**src/rtl/awmc_pkg.sv**
```systemverilog
// rtl/awmc_pkg.sv - shared stage codes and panel state type for the washing machine controller
package awmc_pkg;

  localparam logic [2:0] ST_IDLE  = 3'b111;
  localparam logic [2:0] ST_FILL  = 3'b000;
  localparam logic [2:0] ST_WASH  = 3'b001;
  localparam logic [2:0] ST_RINSE = 3'b010;
  localparam logic [2:0] ST_SPIN  = 3'b011;
  localparam logic [2:0] ST_STOP  = 3'b100;

  typedef enum logic [2:0] {
    P_IDLE,
    P_RUN,
    P_HOLD,
    P_DONE,
    P_RESTART
  } panel_state_t;

  function automatic logic is_busy(panel_state_t s);
    return (s == P_RUN) || (s == P_HOLD) || (s == P_RESTART);
  endfunction

endpackage

```
**src/rtl/awmc_debounce.sv**
```systemverilog
// rtl/awmc_debounce.sv - 2-flop synchronizer plus stability counter for one raw panel input
module awmc_debounce #(
  parameter int DEBOUNCE_CYCLES = 4
) (
  input  logic clk,
  input  logic reset,
  input  logic i_raw,
  output logic o_level,
  output logic o_rise
);

  localparam int CW = $clog2(DEBOUNCE_CYCLES + 1);
  localparam logic [CW-1:0] C_MAX = CW'(DEBOUNCE_CYCLES);

  logic          r_sync1;
  logic          r_sync2;
  logic          r_level;
  logic          r_rise;
  logic [CW-1:0] r_cnt;
  logic          w_settle;

  // The level flips only on the sample after DEBOUNCE_CYCLES differing samples.
  assign w_settle = (r_sync2 != r_level) && (r_cnt == C_MAX);

  always_ff @(posedge clk) begin
    if (!reset) begin
      r_sync1 <= 1'b0;
      r_sync2 <= 1'b0;
      r_level <= 1'b0;
      r_rise  <= 1'b0;
      r_cnt   <= '0;
    end else begin
      r_sync1 <= i_raw;
      r_sync2 <= r_sync1;
      r_rise  <= w_settle && r_sync2;
      if (r_sync2 == r_level) begin
        r_cnt <= '0;
      end else if (w_settle) begin
        r_level <= r_sync2;
        r_cnt   <= '0;
      end else begin
        r_cnt <= r_cnt + 1'b1;
      end
    end
  end

  assign o_level = r_level;
  assign o_rise  = r_rise;

endmodule

```
**src/rtl/awmc_panel.sv**
```systemverilog
// rtl/awmc_panel.sv - front-panel command FSM, stage display and completion buzzer
module awmc_panel
  import awmc_pkg::*;
#(
  parameter int DEBOUNCE_CYCLES = 4,
  parameter int BUZZ_CYCLES     = 8
) (
  input  logic       clk,
  input  logic       reset,
  input  logic       btn_start,
  input  logic       btn_pause,
  input  logic       lid_sw,
  input  logic [2:0] stage,
  input  logic       done,
  output logic       start,
  output logic       pause,
  output logic       lid,
  output logic       ctrl_rst,
  output logic       buzzer,
  output logic [2:0] disp_stage,
  output logic       busy
);

  localparam int BW = $clog2(BUZZ_CYCLES + 1);
  localparam logic [BW-1:0] BUZZ_LOAD = BW'(BUZZ_CYCLES);

  logic w_start_rise;
  logic w_pause_rise;
  logic w_lid;
  logic w_unused_start_lvl;
  logic w_unused_pause_lvl;
  logic w_unused_lid_rise;

  awmc_debounce #(.DEBOUNCE_CYCLES(DEBOUNCE_CYCLES)) u_db_start (
    .clk     (clk),
    .reset   (reset),
    .i_raw   (btn_start),
    .o_level (w_unused_start_lvl),
    .o_rise  (w_start_rise)
  );

  awmc_debounce #(.DEBOUNCE_CYCLES(DEBOUNCE_CYCLES)) u_db_pause (
    .clk     (clk),
    .reset   (reset),
    .i_raw   (btn_pause),
    .o_level (w_unused_pause_lvl),
    .o_rise  (w_pause_rise)
  );

  awmc_debounce #(.DEBOUNCE_CYCLES(DEBOUNCE_CYCLES)) u_db_lid (
    .clk     (clk),
    .reset   (reset),
    .i_raw   (lid_sw),
    .o_level (w_lid),
    .o_rise  (w_unused_lid_rise)
  );

  panel_state_t  r_state;
  panel_state_t  w_state_n;
  logic          r_start;
  logic          r_pause;
  logic          r_ctrl_rst;
  logic          r_buzzer;
  logic          r_busy;
  logic [2:0]    r_disp;
  logic [BW-1:0] r_buzz_cnt;
  logic          w_start_n;
  logic          w_pause_n;
  logic          w_ctrl_rst_n;
  logic [BW-1:0] w_buzz_n;

  always_comb begin
    w_state_n    = r_state;
    w_start_n    = 1'b0;
    w_ctrl_rst_n = 1'b0;
    w_pause_n    = r_pause;
    w_buzz_n     = (r_buzz_cnt != '0) ? r_buzz_cnt - 1'b1 : '0;
    case (r_state)
      P_IDLE: begin
        w_pause_n = 1'b0;
        if (w_start_rise && !w_lid) begin
          w_start_n = 1'b1;
          w_state_n = P_RUN;
        end
      end
      P_RUN: begin
        if (done) begin
          w_pause_n = 1'b0;
          w_state_n = P_DONE;
        end else if (w_pause_rise) begin
          w_pause_n = 1'b1;
          w_state_n = P_HOLD;
        end
      end
      P_HOLD: begin
        // Resume is signalled by pause dropping; no second start pulse.
        if (done) begin
          w_pause_n = 1'b0;
          w_state_n = P_DONE;
        end else if (w_start_rise) begin
          w_pause_n = 1'b0;
          w_state_n = P_RUN;
        end
      end
      P_DONE: begin
        if (!r_buzzer && w_start_rise && !w_lid) begin
          w_ctrl_rst_n = 1'b1;
          w_state_n    = P_RESTART;
        end
      end
      P_RESTART: begin
        w_start_n = 1'b1;
        w_state_n = P_RUN;
      end
      default: begin
        w_state_n = P_IDLE;
      end
    endcase
    if ((w_state_n == P_DONE) && (r_state != P_DONE)) begin
      w_buzz_n = BUZZ_LOAD;
    end
  end

  always_ff @(posedge clk) begin
    if (!reset) begin
      r_state    <= P_IDLE;
      r_start    <= 1'b0;
      r_pause    <= 1'b0;
      r_ctrl_rst <= 1'b1;
      r_buzzer   <= 1'b0;
      r_busy     <= 1'b0;
      r_disp     <= ST_IDLE;
      r_buzz_cnt <= '0;
    end else begin
      r_state    <= w_state_n;
      r_start    <= w_start_n;
      r_pause    <= w_pause_n;
      r_ctrl_rst <= w_ctrl_rst_n;
      r_buzz_cnt <= w_buzz_n;
      r_buzzer   <= (w_buzz_n != '0);
      r_busy     <= is_busy(w_state_n);
      if (stage != ST_IDLE) begin
        r_disp <= stage;
      end
    end
  end

  assign start      = r_start;
  assign pause      = r_pause;
  assign lid        = w_lid;
  assign ctrl_rst   = r_ctrl_rst;
  assign buzzer     = r_buzzer;
  assign disp_stage = r_disp;
  assign busy       = r_busy;

endmodule
```
**config.mk**
```make
export PLATFORM = sky130hd
export DESIGN_NAME = awmc_panel
export DESIGN_NICKNAME = d
export VERILOG_FILES = /design/src/rtl/awmc_pkg.sv /design/src/rtl/awmc_debounce.sv /design/src/rtl/awmc_panel.sv
export SDC_FILE = /design/constraint.sdc
export NUM_CORES = 1
export LEC_CHECK = 0
export ABC_AREA = 1
export CAP_MARGIN = 5
export CORE_AREA = 4 4 73 61
export DETAILED_ROUTE_END_ITERATION = 12
export DIE_AREA = 0 0 77 65
export PLACE_DENSITY_LB_ADDON = 0.1
export REMOVE_ABC_BUFFERS = 1
export SLEW_MARGIN = 20
export SYNTH_ARGS = -nofsm -noshare
export SYNTH_HDL_FRONTEND = slang
export SYNTH_SLANG_ARGS = --single-unit
```
**constraint.sdc**
```tcl
create_clock -name clk -period 1.61 [get_ports clk]
set_input_delay 0.161 -clock clk [delete_from_list [all_inputs] [get_ports clk]]
set_output_delay 0.161 -clock clk [all_outputs]
set_load 0.01 [all_outputs]
```
==> results.sh <==
export IMPL_io_buffer_count=17
export IMPL_drv_slew=0
export IMPL_syn_to_final_growth_pct=21.40
export IMPL_p_clk_share_pct=31.7
export IMPL_path_cells="clkdlybuf4s50_1"
export IMPL_fp_dieW_um=77
export IMPL_post_cts_buffers=0
export IMPL_arrival_ns=1.23
export IMPL_synthFlopType="dfxtp_1"
export IMPL_finalHoldViolations=0
export IMPL_critPathTopFamily="buffers and inverters"
export IMPL_worst_pin_slew_ns=0.2916
export IMPL_power_density_nw_per_um2=1057
export IMPL_synth_async_reset_ratio_pct=0
export IMPL_avgSynthCellArea_um2=8.056
export IMPL_dp_hpwl_um=1866
export IMPL_synthTopCellsByArea="dfxtp_1, nand2_1, inv_1"
export IMPL_antenna_found_initial=0
export IMPL_tritoncts="yes"
export IMPL_ir_worst_vdd_uv=575.9
export IMPL_grt_ovfl_total=0
export IMPL_dp_cells=241
export IMPL_synthXorXnorAreaFrac_pct=4.228
export IMPL_synth_adder_area_share_pct=6.040
export IMPL_max_slew_margin_pct=80.36
export IMPL_synthCells=180
export IMPL_gp_congestion=0.9004
export IMPL_dieHeight_um=65
export IMPL_clkSinkCount=35
export IMPL_root_buffer="clkbuf_8"
export IMPL_synth_top_area_share_pct=48.32
export IMPL_crit_buf_inv=1
export IMPL_cts_resized=0
export IMPL_wl_per_cell_um=9.900
export IMPL_drive_above_1_share_pct=9.756
export IMPL_setup_tns_ns=0
export IMPL_cts_buffer_depth=2
export IMPL_numCtsBuffers=5
export IMPL_finalClockSkew_ns=0.005588
export IMPL_postCtsHoldBufs=0
export IMPL_rsz0062_at_grt="false"
export IMPL_critPathMaxStageDelay_ns=0.57
export IMPL_yosysSeqAreaShare_pct=48.32
export IMPL_mostFrequentLayoutCells="dfxtp_1, nand2_1, inv_1, nor2_1, clkdlybuf4s50_1"
export IMPL_switchingPower_uw=491.5
export IMPL_drv_cap=0
export IMPL_io_pins=18
export IMPL_track_usage_pct=11.89
export IMPL_fp_row_count=20
export IMPL_synth_compound_area_share_pct=6.644
export IMPL_worstSkewPairLatency_ns=0.28
export IMPL_fin_crit_ns=1.394
export IMPL_worstPathRequired_ns=1.45
export IMPL_synth_cell_types=27
export IMPL_fin_cells=249
export IMPL_fmax_ghz=0.7174
export IMPL_synth_top_family_by_area="simple AND/OR/NAND/NOR gates"
export IMPL_start_util_pct=38.89
export IMPL_syn_cell_area_um2=1450
export IMPL_dpl_cell_area_um2=1679
export IMPL_outcome="completed"
export IMPL_post_route_period_util_pct=86.57
export IMPL_synth_edf_count=0
export IMPL_clk_pin_slew_worst_paths_ns=0.06
export IMPL_synthMuxAreaShare_pct=0
export IMPL_drc=0
export IMPL_yosys_area_share_simple_pct=25.45
export IMPL_via_per_inst=4.406
export IMPL_wirelength_um=2465
export IMPL_vias=1097
export IMPL_setup_viol=0
export IMPL_drt_iter0_drc=39
export IMPL_die_area_um2=5005
export IMPL_grt_max_degree=11
export IMPL_dr_pass1_iters=4
export IMPL_grt_pass1_vias=1148
export IMPL_diodes=0
export IMPL_yosysTopAreaCell="dfxtp_1"
export IMPL_swShare_pct=26.42
export IMPL_power_internal_uw=1368
export IMPL_comb_power_share_pct=17.0
export IMPL_yosysWarningCount=0
export IMPL_critPathSlowestCell="clkdlybuf4s50_1"
export IMPL_synth_seq_cells=35
export IMPL_power_leakage_uw=0.0008037
export IMPL_pwr_share_seq_pct=51.3
export IMPL_final_common_cell="dfxtp_1"
export IMPL_fin_area_um2=1760
export IMPL_cts_max_level=2
export IMPL_total_power_uw=1860
export IMPL_hp_class="in2reg"
export IMPL_finalNetCount=220
export IMPL_coreArea_um2=3729
export IMPL_critPathLaunchType="flip-flop"
export IMPL_grt_pass1_wl_um=4692
export IMPL_worstPathMaxFanout=4
export IMPL_setup_worst_path_class="reg2out"
export IMPL_ant_nets=0
export IMPL_critPathCaptureType="output pin"
==> tightest hold or removal path: cells and delay by family <==
family                 cells  cell delay, ns
buffers and inverters      2            0.42
and+or+nand+nor            1            0.06
==> cell usage after synthesis, types with 2 or more instances <==
cell type	instances
dfxtp_1	35
nand2_1	34
inv_1	30
nor2_1	21
nand3_1	8
o21ai_0	8
ha_1	7
a21oi_1	5
xor2_1	4
inv_2	3
nand4_1	3
nor3_1	3
xnor2_1	3
nand2_2	2
nor2_2	2
==> sequential cells by signal, summed over array words and instances, names as in the netlist, 3 cells and up <==
register,flops
disp_stage,3
r_buzz_cnt,4
r_state,3
u_db_lid.r_cnt,3
u_db_pause.r_cnt,3
u_db_start.r_cnt,3
==> metrics by stage <==
stage          util, %  setup WS [ns]  hold slack, ns
2_1_floorplan        -         0.4688          0.2299
3_3_place_gp     45.03         0.2304          0.3956
3_5_place_dp     45.03         0.1914          0.4023
4_1_cts          47.21         0.2001          0.3934
5_1_grt          47.21         0.1426          0.4200
6_report         47.21         0.2161          0.3999
==> per-layer routing <==
| metal | track usage (%) | vias up | wire length (µm) |
|---|---|---|---|
| li1 | - | 598 | - |
| met1 | 12.85 | 475 | 1177 |
| met2 | 20.00 | 16 | 1105 |
| met3 | 4.306 | 8 | 110 |
| met4 | 7.333 | 0 | 72 |
| met5 | 0 | - | 0 |
==> layout make-up <==
cell class / count / area [µm²]
Clock inverter: 1 / 5.005
Timing Repair Buffer: 19 / 185.2
Fill cell: 357 / 1968
Clock buffer: 7 / 76.32
Multi-Input combinational cell: 110 / 614.3
Sequential cell: 35 / 700.7
Inverter: 33 / 123.9
Tap cell: 44 / 55.05
==> worst paths after layout <==
path	slack, ns	from	end	depth (start not counted)
worst min-delay path	0.40	btn_start	u_db_start.r_sync1	3
worst min register to register	0.41	u_db_lid.r_sync1	u_db_lid.r_sync2	2
worst max-delay path	0.22	u_db_lid.o_level	lid	1
worst max register to register	0.25	r_buzz_cnt[0]	buzzer	7
==> cells by family (layout without fill, tap and decap cells) <==
| family | count (synthesis) | after routing |
|---|---|---|
| AND/OR/NAND/NOR | 79 | 79 |
| XOR/XNOR | 7 | 7 |
| adder cells (fa/ha/maj) | 7 | 7 |
| flip-flops | 35 | 35 |
| buffers and inverters | 35 | 60 |
| AO/OA/AOI/OAI | 17 | 17 |
==> power by group through the flow <==
stage	Clock (µW)	Sequential [µW]	Combinational (µW)
final	589	954	316
after global routing	656	960	363
after detailed placement	0	972	316
after floorplan	0	975	192
after global placement	0	973	297
after CTS	618	955	317
(Power assumes the default switching activity.)
